`src/rtl/spi_fb_writer.sv`:
```
// Converts the SPI slave's RAMWR pixel stream into linear frame-buffer write
// requests, queued in a small FIFO with a valid/ready handshake toward the arbiter.
module spi_fb_writer #(
   parameter int H_RES      = 480,
   parameter int V_RES      = 272,
   parameter int ADDR_W     = 17,
   parameter int FIFO_DEPTH = 4
) (
   input  logic              i_clk,
   input  logic              i_rst,
   input  logic [7:0]        i_inst_data,
   input  logic              i_inst_en_pls,
   input  logic [15:0]       i_row_addr,
   input  logic              i_row_addr_en_pls,
   input  logic [15:0]       i_pixel_data,
   input  logic              i_pixel_en_pls,
   output logic [ADDR_W-1:0] o_wr_addr,
   output logic [15:0]       o_wr_data,
   output logic              o_wr_valid,
   input  logic              i_wr_ready,
   output logic              o_frame_done_pls,
   output logic              o_overflow
);

   localparam int COL_W = $clog2(H_RES);
   localparam int ROW_W = $clog2(V_RES);
   localparam int PTR_W = $clog2(FIFO_DEPTH);
   localparam int CNT_W = PTR_W + 1;
   localparam logic [COL_W-1:0] COL_LAST = COL_W'(H_RES - 1);
   localparam logic [ROW_W-1:0] ROW_LAST = ROW_W'(V_RES - 1);

   typedef enum logic [1:0] {S_IDLE, S_LOAD, S_WRITE} state_t;

   state_t r_state, w_nextState;

   logic [ROW_W-1:0]  r_rowStart;
   logic [COL_W-1:0]  r_col;
   logic [ROW_W-1:0]  r_row;
   logic [ADDR_W-1:0] r_addr;

   logic [ADDR_W-1:0] r_fifoAddr [FIFO_DEPTH];
   logic [15:0]       r_fifoData [FIFO_DEPTH];
   logic [PTR_W-1:0]  r_wrPtr, r_rdPtr;
   logic [CNT_W-1:0]  r_count;
   logic              r_overflow;
   logic              r_frameDone;

   logic w_isRamwr, w_loadCycle, w_pixelEvent, w_frameEnd;
   logic w_full, w_pop, w_push;

   assign w_isRamwr = i_inst_en_pls && (i_inst_data == 8'h2C);

   always_ff @(posedge i_clk) begin
      if (i_rst) r_state <= S_IDLE;
      else       r_state <= w_nextState;
   end

   // Any command received while writing ends the write unless it is another RAMWR.
   always_comb begin
      w_nextState = r_state;
      case (r_state)
         S_IDLE:  if (w_isRamwr) w_nextState = S_LOAD;
         S_LOAD:  w_nextState = S_WRITE;
         S_WRITE: if (i_inst_en_pls) w_nextState = w_isRamwr ? S_LOAD : S_IDLE;
         default: w_nextState = S_IDLE;
      endcase
   end

   always_comb begin
      w_loadCycle  = 1'b0;
      w_pixelEvent = 1'b0;
      case (r_state)
         S_LOAD:  w_loadCycle  = 1'b1;
         S_WRITE: w_pixelEvent = i_pixel_en_pls && !i_inst_en_pls;
         default: ;
      endcase
   end

   assign w_frameEnd = w_pixelEvent && (r_col == COL_LAST) && (r_row == ROW_LAST);

   always_ff @(posedge i_clk) begin
      if (i_rst)
         r_rowStart <= '0;
      else if (i_row_addr_en_pls)
         r_rowStart <= (i_row_addr < 16'(V_RES)) ? ROW_W'(i_row_addr) : '0;
   end

   // Geometry advances on every accepted pixel event, even when the FIFO drops it.
   always_ff @(posedge i_clk) begin
      if (i_rst) begin
         r_col  <= '0;
         r_row  <= '0;
         r_addr <= '0;
      end else if (w_loadCycle) begin
         r_col  <= '0;
         r_row  <= r_rowStart;
         r_addr <= ADDR_W'(r_rowStart) * ADDR_W'(H_RES);
      end else if (w_pixelEvent) begin
         if (w_frameEnd) begin
            r_col  <= '0;
            r_row  <= '0;
            r_addr <= '0;
         end else if (r_col == COL_LAST) begin
            r_col  <= '0;
            r_row  <= r_row + 1'b1;
            r_addr <= r_addr + 1'b1;
         end else begin
            r_col  <= r_col + 1'b1;
            r_addr <= r_addr + 1'b1;
         end
      end
   end

   assign w_full = (r_count == CNT_W'(FIFO_DEPTH));
   assign w_pop  = (r_count != '0) && i_wr_ready;
   assign w_push = w_pixelEvent && (!w_full || w_pop);

   // When full with a pop, the write slot equals the head being read, so overwrite is safe.
   always_ff @(posedge i_clk) begin
      if (w_push) begin
         r_fifoAddr[r_wrPtr] <= r_addr;
         r_fifoData[r_wrPtr] <= i_pixel_data;
      end
   end

   always_ff @(posedge i_clk) begin
      if (i_rst) begin
         r_wrPtr <= '0;
         r_rdPtr <= '0;
         r_count <= '0;
      end else begin
         if (w_push) r_wrPtr <= r_wrPtr + 1'b1;
         if (w_pop)  r_rdPtr <= r_rdPtr + 1'b1;
         case ({w_push, w_pop})
            2'b10:   r_count <= r_count + 1'b1;
            2'b01:   r_count <= r_count - 1'b1;
            default: ;
         endcase
      end
   end

   always_ff @(posedge i_clk) begin
      if (i_rst) begin
         r_overflow  <= 1'b0;
         r_frameDone <= 1'b0;
      end else begin
         if (w_pixelEvent && !w_push) r_overflow <= 1'b1;
         r_frameDone <= w_frameEnd;
      end
   end

   // Head is masked while empty so stale storage never shows on the bus.
   assign o_wr_valid       = (r_count != '0);
   assign o_wr_addr        = o_wr_valid ? r_fifoAddr[r_rdPtr] : '0;
   assign o_wr_data        = o_wr_valid ? r_fifoData[r_rdPtr] : '0;
   assign o_frame_done_pls = r_frameDone;
   assign o_overflow       = r_overflow;

endmodule

```
`config.mk`:
```
export PLATFORM = sky130hd
export DESIGN_NAME = spi_fb_writer
export DESIGN_NICKNAME = d
export VERILOG_FILES = /design/src/rtl/spi_fb_writer.sv
export SDC_FILE = /design/constraint.sdc
export NUM_CORES = 1
export LEC_CHECK = 0
export BUFFER_PORTS_ARGS = -buffer_cell sky130_fd_sc_hd__buf_2
export CORE_MARGIN = 2
export CORE_UTILIZATION = 56
export DETAILED_ROUTE_END_ITERATION = 8
export GPL_ROUTABILITY_DRIVEN = 0
export PLACE_DENSITY = 0.73
export SYNTH_ARGS = -nofsm -noshare
export SYNTH_HDL_FRONTEND = slang
export SYNTH_SLANG_ARGS = --single-unit
```
`constraint.sdc`:
```
create_clock -name i_clk -period 5.4 [get_ports i_clk]
set_clock_uncertainty 0.1 [all_clocks]
set_input_delay 0.54 -clock i_clk [delete_from_list [all_inputs] [get_ports i_clk]]
set_output_delay 0.54 -clock i_clk [all_outputs]
set_load 0.005 [all_outputs]
```
==> metrics.yaml <==
pwr:
  ir_drop_mv: 0.2215
  total_leakage_power_nw: 3.701
  power_density_mw_per_mm2: 288.5
grt:
  overflow: 0
  grt_max_degree: 40
  number_of_antenna_violations_at_the_first_check_in_global_routing: 0
  wire_length_of_the_first_global_routing_pass_mm: 27.88
  grt_pass1_vias: 5609
  grt_usage_pct: 21.88
clock_network:
  cts-root-to-sink-buffers: 2
  tritoncts_num_sinks: 189
  worst_setup_hold_path_clk_slew_ns: 0.07
  worstSkewPairLatency_ns: 0.43
  cts_root_buf: "clkbuf_16"
  h_tree_levels: 4
  clock_tree_from_tritoncts: "yes"
  cts.repair_timing.setup_buffer_count: 0
  tritoncts.num_buffers: 17
  cts-hold-fix-buffers: 0
  post_cts.resized_instances: 0
sta:
  setup_slack_ns: 2.068
  final_hold_viol_count: 0
  worstMarginPinSlew_ns: 1.087
  relative_max_transition_margin_pct: 27.56
  total_neg_setup_slack_ns: 0
  final_period_minus_worst_setup_slack_ns: 3.332
  max_freq_mhz: 300.1
  rsz_0062_raised_after_global_routing: "no"
  finalSetupViolCount: 0
  period_share_pct: 61.70
  hold-worst-slack_ns: 0.1582
  slew_violations: 0
critical_path:
  critical_path.reg2reg.endpoint: "r_addr[16]"
  crit_path_max_fanout: 5
  reg2reg_slack_ns: 2.07
  end_kind: "register"
  path_class: "register to register"
  worst_r2r_path_depth: 10
  critical_path_required_ns: 5.57
  worst_ep_arrival_time_ns: 3.51
  worst_setup_path_start_kind: "register"
  regToRegStartpoint: "r_rowStart[7]"
floorplan:
  ioPinCount: 82
  num_rows: 45
  chipHeight_um: 128.9
  floorplan.die.width_um: 128.9
  floorplan.core_area_sq_mm: 0.01520
  initial_utilization_pct: 57.49
  die_area_sq_mm: 0.01662
logic_synthesis:
  synth_enable_flop_cells: 132
  postSynth.asyncResetShare_pct: 0
  netlist_area_sq_mm: 0.008740
  post-synth-top-area-fraction_pct: 45.35
  synth_area_leader_cell: "edfxtp_1"
  synth-seq-cells: 189
  synth_warnings: 0
  synthCells: 646
  synth.net_count: 729
  synth_sequential_area_ratio_pct: 58.41
  syn_area_per_cell_sq_um: 13.53
  ys_dominant_reg_cell: "edfxtp_1"
  synth.distinct_cells: 59
  synth_area_leaders: "edfxtp_1, dfxtp_1, mux4_2, fa_1, ha_1"
layout:
  post_route_cells_drive_above_1_share_pct: 22.12
  final_net_count: 807
  layout.filler_cells: 1123
  area_delta_synth_final_pct: 13.49
  antenna-diode-count: 0
detailed_routing:
  ant_nets: 0
  drtPass1Iterations: 7
  drc: 0
  drtIter0Drc: 474
  drt-vias-per-instance: 5.852
  avgRoutedWirePerCell_um: 18.31
  route.final.wire_length_mm: 16.94
  routed-via-count: 5413
min_path:
  timing.hold.worst.class: "primary input to register"
  hold_path.startpoint: "i_inst_data[4]"
  timing.hold.worst_endpoint: "r_state[0]"
  hold-path-cell-count: 2
run_status:
  run_status: "completed"
placement:
  buffer_ports.inserted: 81
  place_worst_setup_slack_ns: 2.035
  place.detailed.hpwl_mm: 11.63
flow_run:
  drv_cap: 0
==> metrics by stage <==
| step | instance area, sq um | instances | utilization (%) | total power [mW] |
|---|---|---|---|---|
| CTS | 9918 | 925 | 65.24 | 2.879 |
| floorplan | 8740 | 646 | - | 1.583 |
| detailed placement | 9303 | 893 | 61.19 | 1.608 |
| finish | 9918 | 925 | 65.24 | 2.862 |
| global placement | 9303 | 893 | 61.19 | 1.606 |
| global route | 9918 | 925 | 65.24 | 2.934 |
==> cell usage after synthesis, types with 2 or more instances <==
cell type and count:
edfxtp_1 132, dfxtp_1 57, nor2_1 55, and2_1 39, inv_1 34, mux4_2 33, nand2_1 28, clkbuf_1 21
ha_1 21, xor2_1 20, nand3_1 18, fa_1 16, a21oi_1 14, nor3_1 14, a211oi_1 11, and3_1 11
nand4_1 11, o21ai_0 11, a2bb2oi_1 8, a31oi_1 8, xnor2_1 8, buf_2 6, nor4_1 6, mux2i_1 4
or3_1 4, a21o_1 3, a221oi_1 3, nor4_4 3, nor4b_1 3, o2111ai_1 3, or4_1 3, a2111oi_0 2
a221o_1 2, buf_6 2, nand2b_1 2, nand4b_1 2, nor2b_1 2, nor4bb_1 2, o21ai_1 2, o21bai_1 2
o31ai_1 2
==> area by class of cell <==
type,instances,area (sq um),area share [%]
clock buffers,18,429.2,4.327
clock inverters,14,186.4,1.880
inverters,34,127.6,1.287
multi-input cells,394,3376,34.04
flip-flops and latches,189,5106,51.48
well taps,188,235.2,2.372
repair buffers,88,457.9,4.617
==> worst max-delay path by stage <==
| stage | start | to | slack (ns) | depth (start not counted) |
|---|---|---|---|---|
| final | r_rowStart[7] | r_addr[16] | 2.07 | 10 |
| after global routing | r_rowStart[7] | r_addr[16] | 1.72 | 10 |
| after CTS | r_rowStart[6] | r_addr[16] | 2.03 | 10 |
| after detailed placement | i_inst_en_pls | r_fifoData[0][3] | 2.03 | 5 |
| after global placement | i_inst_en_pls | r_fifoData[0][3] | 2.15 | 5 |
| after floorplan | r_rowStart[6] | r_addr[16] | 2.35 | 10 |
==> layout by cell type, fill, tap and decap left out, types with 3 or more instances in the layout <==
cell,n
o21ai_0,11
edfxtp_1,132
nor4_4,3
a211oi_1,11
and3_1,11
a221oi_1,3
or4_1,3
a31oi_1,8
or3_1,4
nor4_1,6
buf_4,7
nor4b_1,3
clkbuf_16,17
bufinv_16,3
fa_1,16
a21oi_1,14
mux4_2,33
xor2_1,20
nand2_1,28
ha_1,21
and2_1,39
a21o_1,3
nor3_1,14
inv_6,3
o2111ai_1,3
dfxtp_1,56
nand3_1,18
xnor2_1,8
nor2_1,55
clkinv_4,3
inv_1,34
buf_2,81
nand4_1,11
mux2i_1,4
a2bb2oi_1,8
==> routing by layer <==
metal	vias up	wire length, um	track usage (%)
met5	-	0	0
met4	0	277	7.737
met3	18	702	4.033
met2	157	8782	38.62
met1	2648	7178	27.17
li1	2590	-	-
==> critical path, cell delays in order (launching register included) <==
cell	delay, ns
dfxtp_1	0.42
inv_1	0.15
fa_1	0.48
fa_1	0.52
inv_1	0.05
ha_1	0.34
a21o_1	0.21
a2111oi_0	0.44
a211oi_1	0.16
mux2i_1	0.17
a41oi_1	0.13
==> cell families (layout without fill, tap and decap cells) <==
kind of cell	count (synthesis)	count (layout)	synth area share, %
buffers and inverters	63	154	2.964
adders and majority gates	37	37	6.671
and+or+nand+nor	210	210	13.54
AOI/OAI and AO/OA	82	82	6.643
DFF	189	189	58.41
muxes	37	37	8.962
xor gates and xnor gates	28	28	2.806
==> flip-flops by register name, indices dropped and copies added (netlist names), named ones only <==
register and cells:
r_wrPtr 2, r_count 3, o_frame_done_pls 1, r_rowStart 9, r_col 9, r_rdPtr 2
r_fifoData 64, r_row 9, r_addr 17, r_state 2, o_overflow 1, r_fifoAddr 68
==> report_power, final <==
part	switching [mW]	leakage, nW	internal, mW
Sequential	0.000140	1.69	1.54
Clock	0.547	0.298	0.739
Combinational	0.0221	1.72	0.0163
Total	0.569	3.70	2.29
(Power assumes the default switching activity.)
